===== src/rtl/player_sprite_renderer.sv =====
// Player sprite renderer: 4-stage pixel pipeline that hit-tests the beam against the latched
// sprite box, fetches from the sprite selector and keys out KEY_COLOR. Optional macro: SPRITE_HFLIP_EN.
module player_sprite_renderer #(
    parameter int          SPRITE_W  = 128,
    parameter int          SPRITE_H  = 128,
    parameter logic [11:0] KEY_COLOR = 12'hF0F
) (
    input  logic        clk,
    input  logic        rst_l,
    input  logic [9:0]  hcount,
    input  logic [9:0]  vcount,
    input  logic        video_on,
    input  logic        frame_start,
    input  logic [9:0]  pos_x,
    input  logic [9:0]  pos_y,
`ifdef SPRITE_HFLIP_EN
    input  logic        facing_left,
`endif
    output logic [13:0] sprite_addr,
    input  logic [11:0] sprite_pixel,
    output logic        pixel_valid,
    output logic [11:0] pixel_rgb
);

    localparam int              COL_W   = $clog2(SPRITE_W);
    localparam int              ROW_W   = $clog2(SPRITE_H);
    localparam logic [10:0]     W11     = 11'(SPRITE_W);
    localparam logic [10:0]     H11     = 11'(SPRITE_H);
    localparam logic [9:0]      H_LIMIT = 10'd640;
    localparam logic [COL_W-1:0] COL_MAX = COL_W'(SPRITE_W - 1);

    logic [9:0]       lat_x;
    logic [9:0]       lat_y;
    logic [10:0]      x_end;
    logic [10:0]      y_end;
    logic             in_x;
    logic             in_y;
    logic             hit;
    logic [COL_W-1:0] dx;
    logic [ROW_W-1:0] dy;
    logic [COL_W-1:0] col;
    logic [13:0]      addr_next;
    logic             hit_s1;
    logic             hit_s2;
    logic             hit_s3;
    logic             opaque;

`ifdef SPRITE_HFLIP_EN
    logic             lat_flip;

    always_ff @(posedge clk or negedge rst_l) begin
        if (!rst_l) begin
            lat_flip <= 1'b0;
        end else if (frame_start) begin
            lat_flip <= facing_left;
        end
    end
`endif

    always_ff @(posedge clk or negedge rst_l) begin
        if (!rst_l) begin
            lat_x <= '0;
            lat_y <= '0;
        end else if (frame_start) begin
            lat_x <= pos_x;
            lat_y <= pos_y;
        end
    end

    // Box edges are summed at 11 bits so a sprite hanging past column 1023 cannot wrap to 0.
    always_comb begin
        x_end = {1'b0, lat_x} + W11;
        y_end = {1'b0, lat_y} + H11;
        in_x  = ({1'b0, hcount} >= {1'b0, lat_x}) && ({1'b0, hcount} < x_end)
                && (lat_x < H_LIMIT);
        in_y  = ({1'b0, vcount} >= {1'b0, lat_y}) && ({1'b0, vcount} < y_end);
        hit   = video_on && in_x && in_y;
    end

    // Only the low bits of the offsets matter: on a hit they are already below the sprite size.
    always_comb begin
        dx  = hcount[COL_W-1:0] - lat_x[COL_W-1:0];
        dy  = vcount[ROW_W-1:0] - lat_y[ROW_W-1:0];
        col = dx;
`ifdef SPRITE_HFLIP_EN
        if (lat_flip) begin
            col = COL_MAX - dx;
        end
`endif
        addr_next = '0;
        if (hit) begin
            addr_next = 14'({dy, col});
        end
    end

    // Sprite selector contract: fixed 2-cycle read latency, no backpressure; sprite_pixel
    // belongs to the address presented two clocks earlier, so hit_s3 lines up with it.
    always_comb begin
        opaque = hit_s3 && (sprite_pixel != KEY_COLOR);
    end

    always_ff @(posedge clk or negedge rst_l) begin
        if (!rst_l) begin
            sprite_addr <= '0;
            hit_s1      <= 1'b0;
            hit_s2      <= 1'b0;
            hit_s3      <= 1'b0;
            pixel_valid <= 1'b0;
            pixel_rgb   <= '0;
        end else begin
            sprite_addr <= addr_next;
            hit_s1      <= hit;
            hit_s2      <= hit_s1;
            hit_s3      <= hit_s2;
            pixel_valid <= opaque;
            pixel_rgb   <= opaque ? sprite_pixel : 12'h000;
        end
    end

endmodule


===== config.mk =====
export PLATFORM = sky130hd
export DESIGN_NAME = player_sprite_renderer
export DESIGN_NICKNAME = d
export VERILOG_FILES = /design/src/rtl/player_sprite_renderer.sv
export SDC_FILE = /design/constraint.sdc
export NUM_CORES = 1
export LEC_CHECK = 0
export BUFFER_PORTS_ARGS = -buffer_cell sky130_fd_sc_hd__buf_2
export CORE_ASPECT_RATIO = 0.9
export CORE_UTILIZATION = 41
export DETAILED_ROUTE_END_ITERATION = 10
export HOLD_SLACK_MARGIN = 0.12
export PLACE_DENSITY = 0.73
export SLEW_MARGIN = 20
export SYNTH_ARGS = -nofsm -noshare
export SYNTH_HDL_FRONTEND = slang
export SYNTH_SLANG_ARGS = --single-unit
export TNS_END_PERCENT = 20

===== constraint.sdc =====
create_clock -name clk -period 2 [get_ports clk]
set_input_delay 0.2 -clock clk [delete_from_list [all_inputs] [get_ports clk]]
set_output_delay 0.2 -clock clk [all_outputs]
set_load 0.05 [all_outputs]

Word level (Yosys, flattened, before mapping). Index checks and enable logic that the tools add are counted.

Equality and inequality tests: 1. Magnitude comparators: 5. Add/sub/neg operators: 4. Reductions and logical operators: 6. Mux-type cells: 2.

Operators by type and width (count): $add 10x8->11 const B (2); $lt 10x11->1 (2); $ge 10x10->1 (2); $mux 14 (1); $sub 7x7->7 (2); $mux 12 (1); $ne 12x12->1 const B (1); $lt 10x10->1 const B (1); $logic_and 1x1->1 (6).

Bits of input ports: 56. Word-level logic and storage cells: 26. Bits in registers: 50.

Longest topological paths before layout. Gate-level depths: netlist of run 1.

Word-level depth: 7. Depth in mapped cells: 10.

Worst setup path before layout of run 1. Ideal clock, no wire load.

Kind: register to register. Start: register lat_x[0]. End: register sprite_addr[13]. Setup slack: -0.114 ns. Clock period less this slack: 2.114 ns. Library setup time: 0.125 ns. Required time: 1.875 ns. Buffers on the path: 1. Arrival: 1.988 ns. Cell stages (with the launch flop): 10. Path through: dfrtp_1 > ha_1 > inv_1 > fa_1 > a211oi_1 > o21bai_1 > a211oi_1 > o21a_1 > buf_4 > nor3_1.

Cells in the longest elaborated chain, start to end: 7.

Ends and longest elaborated chain: start, declared (line 32) `logic [9:0] lat_x;`; start signal, assigned (line 65) `lat_x <= pos_x;`; $add 10x8->11 (line 72) `x_end = {1'b0, lat_x} + W11;`; $lt 10x11->1 (line 74) `in_x = ({1'b0, hcount} >= {1'b0, lat_x}) && ({1'b0, hcount} < x_end)`; $logic_and 1x1->1 (line 74); $logic_and 1x1->1 (*) (line 75) `&& (lat_x < H_LIMIT);`; $logic_and 1x1->1 (*) (2 in series) (line 77) `hit = video_on && in_x && in_y;`; $mux 14 (*) (line 91) `if (hit) begin`; net addr_next[13] (line 42) `logic [13:0] addr_next;`; end signal, assigned (line 111) `sprite_addr <= addr_next;`; end, declared (line 19) `output logic [13:0] sprite_addr,`.

The timed path passes the listed nets; every way through them passes the cells marked *. A chain may end at the register's enable or synchronous reset.

Worst setup path after layout of run 1.
Start: register lat_y[8]. End: register sprite_addr[12].

Cells in the longest elaborated chain, start to end: 5.

Ends and longest elaborated chain: start, declared (line 33) `logic [9:0] lat_y;`; start signal, assigned (line 66) `lat_y <= pos_y;`; $add 10x8->11 (line 73) `y_end = {1'b0, lat_y} + H11;`; $lt 10x11->1 (line 76) `in_y = ({1'b0, vcount} >= {1'b0, lat_y}) && ({1'b0, vcount} < y_end);`; $logic_and 1x1->1 (*) (line 76); $logic_and 1x1->1 (*) (line 77); $mux 14 (*) (line 91); net addr_next[12] (line 42).

Marked as above.

==> reports/results.txt, run 1 <==
Count of endpoints failing hold in the final timing report: 0. STA classifies the critical path startpoint as a flop. For the area inside the core boundary, the log shows 0.00625 mm^2.

The time the worst path needs with I/O delays and setup was 2.07 ns. Setup repair after global routing could not meet its margin everywhere. The tools report the nature of the critical path endpoint as a flop. The most common cell after layout, fill and taps aside is sky130_fd_sc_hd__buf_2.

The count of nets left with antenna violations once routing finished came out at 0. The mean number of vias per cell works out to 4.75. The run finished, with violations left.

The fraction of post-synthesis cell area in the top cell type by area is 46.3%, and the worst max-slew margin expressed relative to the limit is 64.0%. The final reports fail on negative setup slack. After technology mapping, the gate count stands at 261. The post-route netlist has 36.0% of its cells at a drive strength greater than 1. The total buffers and inverters traversed by the critical path works out to 1. The number of antenna violations at the first check in global routing was 0. Number of port buffers: 82. Based on the critical path, the design can be clocked at up to 482 MHz. The mean post-synth cell area was 10.4 um^2; the longest individual stage delay on the worst path was 0.39 ns. The logs give 5 for the number of buffers created by CTS and 83 for the number of top-level pins. Counting flops and latches in the post-synthesis netlist gives 50. The analysis attributes to cell leakage a power of 2.02 nW.

Among all stages on the critical path, the largest delay is contributed by sky130_fd_sc_hd__dfrtp_1. The actual transition at the worst max-transition pin works out to 0.539 ns. The worst path uses 104% of the clock period.

In this run the core area contains 27 standard-cell rows. The number of synthesis warnings is 0, and the via count is 2299. The tree is rooted in a sky130_fd_sc_hd__clkbuf_8. The number of antenna diodes in the final layout is 0. By area the synthesized netlist is led by sky130_fd_sc_hd__dfrtp_1 (46%), sky130_fd_sc_hd__ha_1 (13%), sky130_fd_sc_hd__o21ai_0 (4.1%). The tightest hold path in the finished design has a slack of 0.124 ns.

Synthesis instantiated 41 different standard cells from the library. The iteration count of the initial detailed-routing pass is 5, and the synthesized cell area is 0.00270 mm^2. Class of the worst hold path: in2reg. The total routing usage reported by global routing is 19.3%. TritonCTS built the clock tree. For this run, the register share of the synthesized area comes to 46.3%.

Setup violations remaining at the end of the flow were counted as 12. The die height works out to 79.0 um. The dominant delay contributor by cell family on the critical path was compound AO/OA/AOI/OAI gates. The endpoint arrival time on the critical path is 2.28 ns, and the iteration-0 DRC count of the detailed router is 90. The floorplan step set the die width to 87.6 um. The effective utilization at floorplan came out at 43.2%. The average detailed-routed wire length per instance was 12.5 um; the full die area was 0.00692 mm^2. The maximum fanout along the worst path was 5; the buffer depth of the longest clock path was 2. The largest net degree at the start of global routing was 32.

The tool flagged a number of max-cap violations equal to 0. Latest clock arrival within the worst-skew pair: 0.30 ns. For the overall overflow remaining after global route, the log shows 0. For the number of pins exceeding their max-slew limit in the final report, the log shows 0. The top cell types in the final layout, fill and taps aside, are sky130_fd_sc_hd__buf_2 (82), sky130_fd_sc_hd__dfrtp_1 (50), sky130_fd_sc_hd__dlygate4sd3_1 (30), sky130_fd_sc_hd__ha_1 (26), sky130_fd_sc_hd__inv_1 (25). The H-tree generated during clock tree synthesis spans 2 levels. The signal on the critical path passes through ha_1, inv_2, ha_4, a21o_1, a21oi_2, o221a_2, nand4b_4, nor4_1. Data on the critical path is required at its endpoint by 2.20 ns. The setup path with the least slack is of type reg2reg. The tree built by TritonCTS fans out to 50 sinks. The final worst-path setup slack is -0.0746 ns. For the routed wire length, the log shows 6030 um. The wire-length estimate of the detail-placed layout is 4500 um. The tools report the post-layout net count as 482. Biggest area consumer among synthesized cells: sky130_fd_sc_hd__dfrtp_1. Power spread over the standard cell area amounts to 673 mW/mm^2. Across the VDD grid, the largest voltage drop is 0.427 mV. The tools report the final core area utilization as 62.4%. The number of nets produced by synthesis is 347, and the first-pass GRT wire length is 10300 um. The global placement routability congestion is 0.842.

After detailed routing, the number of remaining DRC violations is 0. The area growth from synthesis to layout is 44.4%. Clock skew on the completed layout was measured at 0.00567 ns. The number of global-route vias before repair is 2384. Clock-pin slew was measured on the worst setup and hold paths at 0.09 ns.
==> where the power goes <==
| part | switching, mW | internal, mW | total, mW | leakage, nW |
|---|---|---|---|---|
| combinational | 0.439 | 0.368 | 0.808 | 1.30 |
| clock | 0.351 | 0.379 | 0.730 | 0.0587 |
| sequential | 0.0219 | 1.07 | 1.09 | 0.659 |
| total | 0.812 | 1.81 | 2.63 | 2.02 |
==> synth_stat cells (all sizes together) <==
cell type / instances
dfrtp: 50
ha: 28
inv: 26
nand2: 23
o21ai: 23
a21oi: 16
and2: 12
nor3: 11
nor2: 8
a21o: 6
nor4: 5
o21a: 5
clkbuf: 4
nand3: 4
xnor2: 4
xor2: 4
a211oi: 3
nand4b: 3
nor3b: 3
a21boi: 2
and3: 2
buf: 2
fa: 2
mux2: 2
nand3b: 2
nand4: 2
a211o: 1
and3b: 1
and4: 1
nor2b: 1
o211ai: 1
o21bai: 1
o221a: 1
o31a: 1
o41ai: 1
==> routing by layer <==
| layer | vias to the layer above | GRT usage (%) | share of wire (%) |
|---|---|---|---|
| met3 | 7 | 3.74 | 5.2 |
| li1 | 1173 | - | - |
| met5 | - | 0 | 0 |
| met4 | 0 | 4.75 | 0.80 |
| met2 | 71 | 34.5 | 49 |
| met1 | 1048 | 23.8 | 45 |
==> metrics by stage <==
step	std cells	setup WS, ns	area [um^2]	total power [mW]	TNS, ns
2_1_floorplan	261	-0.00661	2720	1.56	-0.0330
3_5_place_dp	444	-0.172	3360	1.81	-1.83
4_1_cts	484	-0.0776	3860	2.63	-0.565
6_report	484	-0.0746	3900	2.63	-0.390
3_3_place_gp	444	-0.129	3360	1.79	-1.34
5_1_grt	484	-0.181	3900	2.78	-1.97
==> sequential cells by signal (all words and copies together) (netlist names) <==
name and count:
hit_s3 1, sprite_addr 14, pixel_valid 1, lat_y 10, pixel_rgb 12, hit_s1 1
lat_x 10, hit_s2 1
==> final cells by class <==
class | instances | area, um^2
Multi-Input combinational cell | 180 | 1440
Clock inverter | 3 | 47.5
Sequential cell | 50 | 1250
Inverter | 26 | 97.6
Timing Repair Buffer | 133 | 892
Fill cell | 521 | 2350
Tap cell | 87 | 109
Clock buffer | 5 | 68.8
==> worst paths after layout <==
kind	startpoint	to	slack, ns	cells past startpoint
max in group asynchronous	rst_l	lat_x[0]	1.01	3
worst max register to register	lat_y[8]	sprite_addr[12]	-0.07	8
worst max-delay path	lat_y[8]	sprite_addr[12]	-0.07	8
worst min register to register	hit_s1	hit_s2	0.36	0
min in group asynchronous	rst_l	pixel_rgb[10]	0.40	2
worst min-delay path	pos_y[7]	lat_y[7]	0.12	3
==> kinds of logic (layout without fill, tap and decap cells) <==
family | after synthesis | count (layout) | share of synthesized area, %
xor gates and xnor gates | 8 | 8 | 2.59
DFF | 50 | 50 | 46.3
and+or+nand+nor | 78 | 79 | 17.1
buffers and inverters | 32 | 167 | 4.86
AOI/OAI and AO/OA | 61 | 61 | 13.9
adders and majority gates | 30 | 30 | 14.4
muxes | 2 | 2 | 0.833
==> worst reg2reg max path, cell delays in order (launching register included) <==
cell,delay [ns]
sky130_fd_sc_hd__dfrtp_1,0.39
sky130_fd_sc_hd__ha_1,0.30
sky130_fd_sc_hd__inv_2,0.07
sky130_fd_sc_hd__ha_4,0.19
sky130_fd_sc_hd__a21o_1,0.17
sky130_fd_sc_hd__a21oi_2,0.11
sky130_fd_sc_hd__o221a_2,0.25
sky130_fd_sc_hd__nand4b_4,0.17
sky130_fd_sc_hd__nor4_1,0.33
==> what timing repair did <==
action,CTS,global route
endpoints found under the hold margin,52,0
pin swaps,12,4
setup endpoints to repair,15,15
hold buffers,30,0
setup buffers,1,0
gates resized for setup,11,9
cloned,1,0
Note: power is estimated with default switching activity, not from simulation.
==> run 2, diff against run 1 <==
--- a/config.mk
+++ b/config.mk
@@ -5,12 +5,13 @@
 export SDC_FILE = /design/constraint.sdc
 export NUM_CORES = 1
 export LEC_CHECK = 0
+export ABC_AREA = 1
 export BUFFER_PORTS_ARGS = -buffer_cell sky130_fd_sc_hd__buf_2
 export CORE_ASPECT_RATIO = 0.9
 export CORE_UTILIZATION = 41
 export DETAILED_ROUTE_END_ITERATION = 10
 export HOLD_SLACK_MARGIN = 0.12
-export PLACE_DENSITY = 0.73
+export PLACE_DENSITY = 0.72
 export SLEW_MARGIN = 20
 export SYNTH_ARGS = -nofsm -noshare
 export SYNTH_HDL_FRONTEND = slang
==> run 2 against run 1 <==
Critical path depth grew 1. Setup slack improved by 0.13 ns. The run now ends clean. Non-clock buffer count shrank 16. Routed wire length rose by 1.7%. Combinational power fell by 0.7%. Power grew 0.24%. Register-to-register slack gained 0.13 ns. Die area is 6.3% higher.
==> reports/results.txt, run 2 <==
The run finished with clean final reports. The power per cell area is 671 mW/mm^2, and the count of distinct cell types in the synthesized netlist is 31. The iteration-0 DRC count of the detailed router was 109. TritonCTS built the clock tree. The post-route netlist has 31.1% of its cells at a drive strength greater than 1. Counting I/O delays and the setup requirement, the final critical path takes 1.94 ns.

The number of synthesis warnings was 0; the total number of clock tree sinks was 50. Dividing the detail-routed via count by the number of cells gives 4.53. Leaving out fill and tap cells, the most frequent cell in the layout is sky130_fd_sc_hd__buf_2. The endpoint identified for the worst register-to-register timing path is sprite_addr[0]. The tools report the number of placed instances, taps included as 498. The synthesized design contains 50 register bits. Among all cell types in the netlist, the one instantiated most often is sky130_fd_sc_hd__nand2_1. Across the VDD grid, the largest voltage drop is 0.343 mV. STA classifies the critical path startpoint as a flop. Data on the critical path is required at its endpoint by 2.24 ns. The buffer depth of the longest clock path is 2, and the count of mapped cells out of synthesis is 331. Of the total synthesized cell area, the portion taken by AND, OR, NAND and NOR gates is 24.6%.

After synthesis, the most frequently instantiated cells are sky130_fd_sc_hd__nand2_1 (76), sky130_fd_sc_hd__inv_1 (56), sky130_fd_sc_hd__dfrtp_1 (50). The synthesized netlist devotes 13.6% of its cell area to adder and majority cells. Measured along the x axis, the die boundary spans 90.3 um. Tracing the worst setup path back leads to its startpoint at lat_x[7].

The largest registers in the layout are sprite_addr: 14 flops, pixel_rgb: 12 flops. Summing the areas of all xor and xnor instances in the mapped netlist gives 3.04% of the synthesized area. Synthesized cell area: 0.00288 mm^2. The startpoint of the worst register-to-register path is lat_x[7]. The routed design has 6130 um of wire. The portion of the clock cycle consumed by the worst path in the final layout was 97.1%; the register-to-register setup slack was 0.06 ns. In this run the vertical extent of the chip is 81.5 um. The maximum fanout along the worst path was 7.

The critical path is of the reg2reg type. The register name with the most flops was sprite_addr. The worst setup path is captured at a flop. Via count: 2448. For the portion of the post-synthesis area used by sequential elements, the log shows 43.5%. The first TritonRoute pass finished after 4 iterations. At the pin with the least slew margin, the transition time is 0.781 ns.

The register with the most flip-flops in the layout has 14 of them. The number of nets in the synthesized netlist is 417. The setup clock skew after layout was 0.00346 ns. The first global-routing pass estimated 10100 um of wire. Once placement finished, the instance area stood at 0.00337 mm^2. Counting flops with an async set or reset pin after synthesis yields a share of 100%. After detailed routing, the number of remaining DRC violations is 0. The final antenna-violating net count came out at 0. Area added between synthesis and finish: 36.2%. The number of antenna violations at the first check in global routing was 0.

83 I/O pins were placed. The run gives 0.130 ns as the worst hold margin. Setup repair after global routing could not meet its margin everywhere. During placement, the flow inserted port buffers numbering 82. Counting cells, the worst reg-to-reg path comes to 9. Sorting the synthesized cells by area gives the leading types as sky130_fd_sc_hd__dfrtp_1 (43%), sky130_fd_sc_hd__ha_1 (12%), sky130_fd_sc_hd__nand2_1 (9.9%). After synthesis, the largest family of logic cells by area is simple AND/OR/NAND/NOR gates.

The CTS clock-pin slew for the worst setup and hold paths is 0.09 ns, and the post-layout net count is 535. In this run, synthesis inferred 0 flip-flops with an integrated enable. The finished cells cover 0.00392 mm^2. The analysis attributes to cell leakage a power of 2.18 nW. In the global route stage, overall resource usage came out at 17.5%.

The effective utilization at floorplan was 43.0%; the filler cell count was 610. The fraction of post-synthesis cell area in the top cell type by area was 43.5%. The post-DP HPWL is 4460 um. Final-report setup violation count: 0. For the number of pins exceeding their max-slew limit in the final report, the log shows 0. The number of global-route vias before repair was 2409. The tools report the worst setup path endpoint as sprite_addr[0]. Entering global routing, the biggest net connects 39 pins. Flip-flop cell with the highest count after synthesis: sky130_fd_sc_hd__dfrtp_1.

Class of the worst hold path: in2reg. The total area inside the core boundary comes to 0.00669 mm^2. The repair_antennas step left the layout with diodes totalling 0. Max-cap violations in this run came to 0. For this run the aggregate overflow at the end of global routing stands at 0.

Timing would allow up to 515 MHz. The portion of netlist area occupied by mux cells was 0.783%. The synthesized design spends more area on one cell type than any other, namely sky130_fd_sc_hd__dfrtp_1. In the layout the commonest cells are sky130_fd_sc_hd__buf_2 (82), sky130_fd_sc_hd__nand2_1 (75), sky130_fd_sc_hd__inv_1 (54), sky130_fd_sc_hd__dfrtp_1 (50), sky130_fd_sc_hd__dlygate4sd3_1 (30).

The clock reaches the later pin of the worst-skew pair after 0.31 ns. The final instance count without filler cells is 540, and the average detailed-routed wire length per instance is 11.3 um. The die covers 0.00736 mm^2. STA puts the critical path data arrival time at 2.18 ns. The global placement routability congestion is 0.788.

The worst max-slew margin expressed relative to the limit was 47.9%; the site row count was 28. For the CTS H-tree depth, the log shows 2. The buffer type at the clock tree root is sky130_fd_sc_hd__clkbuf_8. Each instance of the synthesized netlist takes up on average 8.69 um^2. Synthesized-area fraction occupied by ao, oa, aoi and oai cells: 5.48%. Counting the buffers created by CTS gives 5. The tools report the count of endpoints failing hold in the final timing report as 0.
run 2: changes by cell type in the layout (fill, tap and decap cells not counted), moves of 4 or more:
cell,change
sky130_fd_sc_hd__a21o_1,-6
sky130_fd_sc_hd__a21oi_1,-6
sky130_fd_sc_hd__and2_1,-12
sky130_fd_sc_hd__buf_4,-13
sky130_fd_sc_hd__inv_1,+29
sky130_fd_sc_hd__nand2_1,+52
sky130_fd_sc_hd__nand2_2,+6
sky130_fd_sc_hd__nand3_1,+8
sky130_fd_sc_hd__nor2_1,+13
sky130_fd_sc_hd__nor2_2,+4
sky130_fd_sc_hd__nor3_1,-4
sky130_fd_sc_hd__nor3_2,+9
run 2: power by group:
part / switching (mW) / total (mW) / internal [mW]
clock: 0.357 / 0.738 / 0.381
combinational: 0.478 / 0.802 / 0.324
sequential: 0.0255 / 1.09 / 1.07
total: 0.861 / 2.63 / 1.77
run 2: cell families (layout without fill, tap and decap cells):
group,after synthesis,after routing
AOI/OAI and AO/OA,30,30
xor gates and xnor gates,10,10
adders and majority gates,30,30
buffers and inverters,65,183
DFF,50,50
muxes,2,2
and+or+nand+nor,144,145
run 2: area by class of cell:
type	instances	area, um^2	area share (%)
tap	90	113	2.87
inverter	58	218	5.55
clock inverter	3	48.8	1.24
multi-input combinational	217	1470	37.5
sequential	50	1250	31.9
timing repair buffer	117	752	19.2
clock buffer	5	68.8	1.76
run 2: worst min path at each step:
stage	from	end	slack [ns]	cells after the start
2_1_floorplan	rst_l	hit_s1	-0.1	0
3_3_place_gp	rst_l	pixel_rgb[4]	0.32	1
3_5_place_dp	rst_l	pixel_rgb[4]	0.33	1
4_1_cts	sprite_pixel[10]	pixel_rgb[10]	0.12	3
5_1_grt	pos_x[0]	lat_x[0]	0.13	2
6_report	pos_x[0]	lat_x[0]	0.13	2
run 2: routing by layer:
metal / vias to the layer above / GRT usage, % / share of wire (%) / wire [um]
li1: 1272 / - / - / -
met1: 1095 / 20.7 / 45 / 2770
met2: 70 / 32.4 / 48 / 2970
met3: 11 / 3.80 / 4.7 / 290
met4: 0 / 5.48 / 1.6 / 99
met5: - / 0 / 0 / 0
run 2: stage by stage:
stage / power (mW) / worst slack, ns / util, % / TNS (ns)
after floorplan: 1.62 / 0.234 / - / 0
after global placement: 1.78 / 0.121 / 50.4 / 0
after detailed placement: 1.80 / 0.0598 / 50.4 / 0
after CTS: 2.59 / 0.0393 / 56.7 / 0
after global routing: 2.81 / -0.0444 / 58.6 / -0.272
final: 2.63 / 0.0581 / 58.6 / 0
run 2: worst max-delay path, cell delays in order (launching register included):
cell and delay [ns]:
sky130_fd_sc_hd__dfrtp_1 0.41, sky130_fd_sc_hd__ha_1 0.31, sky130_fd_sc_hd__inv_2 0.08, sky130_fd_sc_hd__ha_4 0.20
sky130_fd_sc_hd__a21oi_2 0.16, sky130_fd_sc_hd__o21ai_2 0.08, sky130_fd_sc_hd__nor2_2 0.19, sky130_fd_sc_hd__buf_6 0.13
sky130_fd_sc_hd__nand3_4 0.12, sky130_fd_sc_hd__nor3_2 0.19
run 2: timing repair:
item,in CTS,in global routing
hold endpoints to repair,62,0
gates resized for setup,0,19
setup endpoints to repair,0,15
hold buffers,30,0
setup buffers,0,3
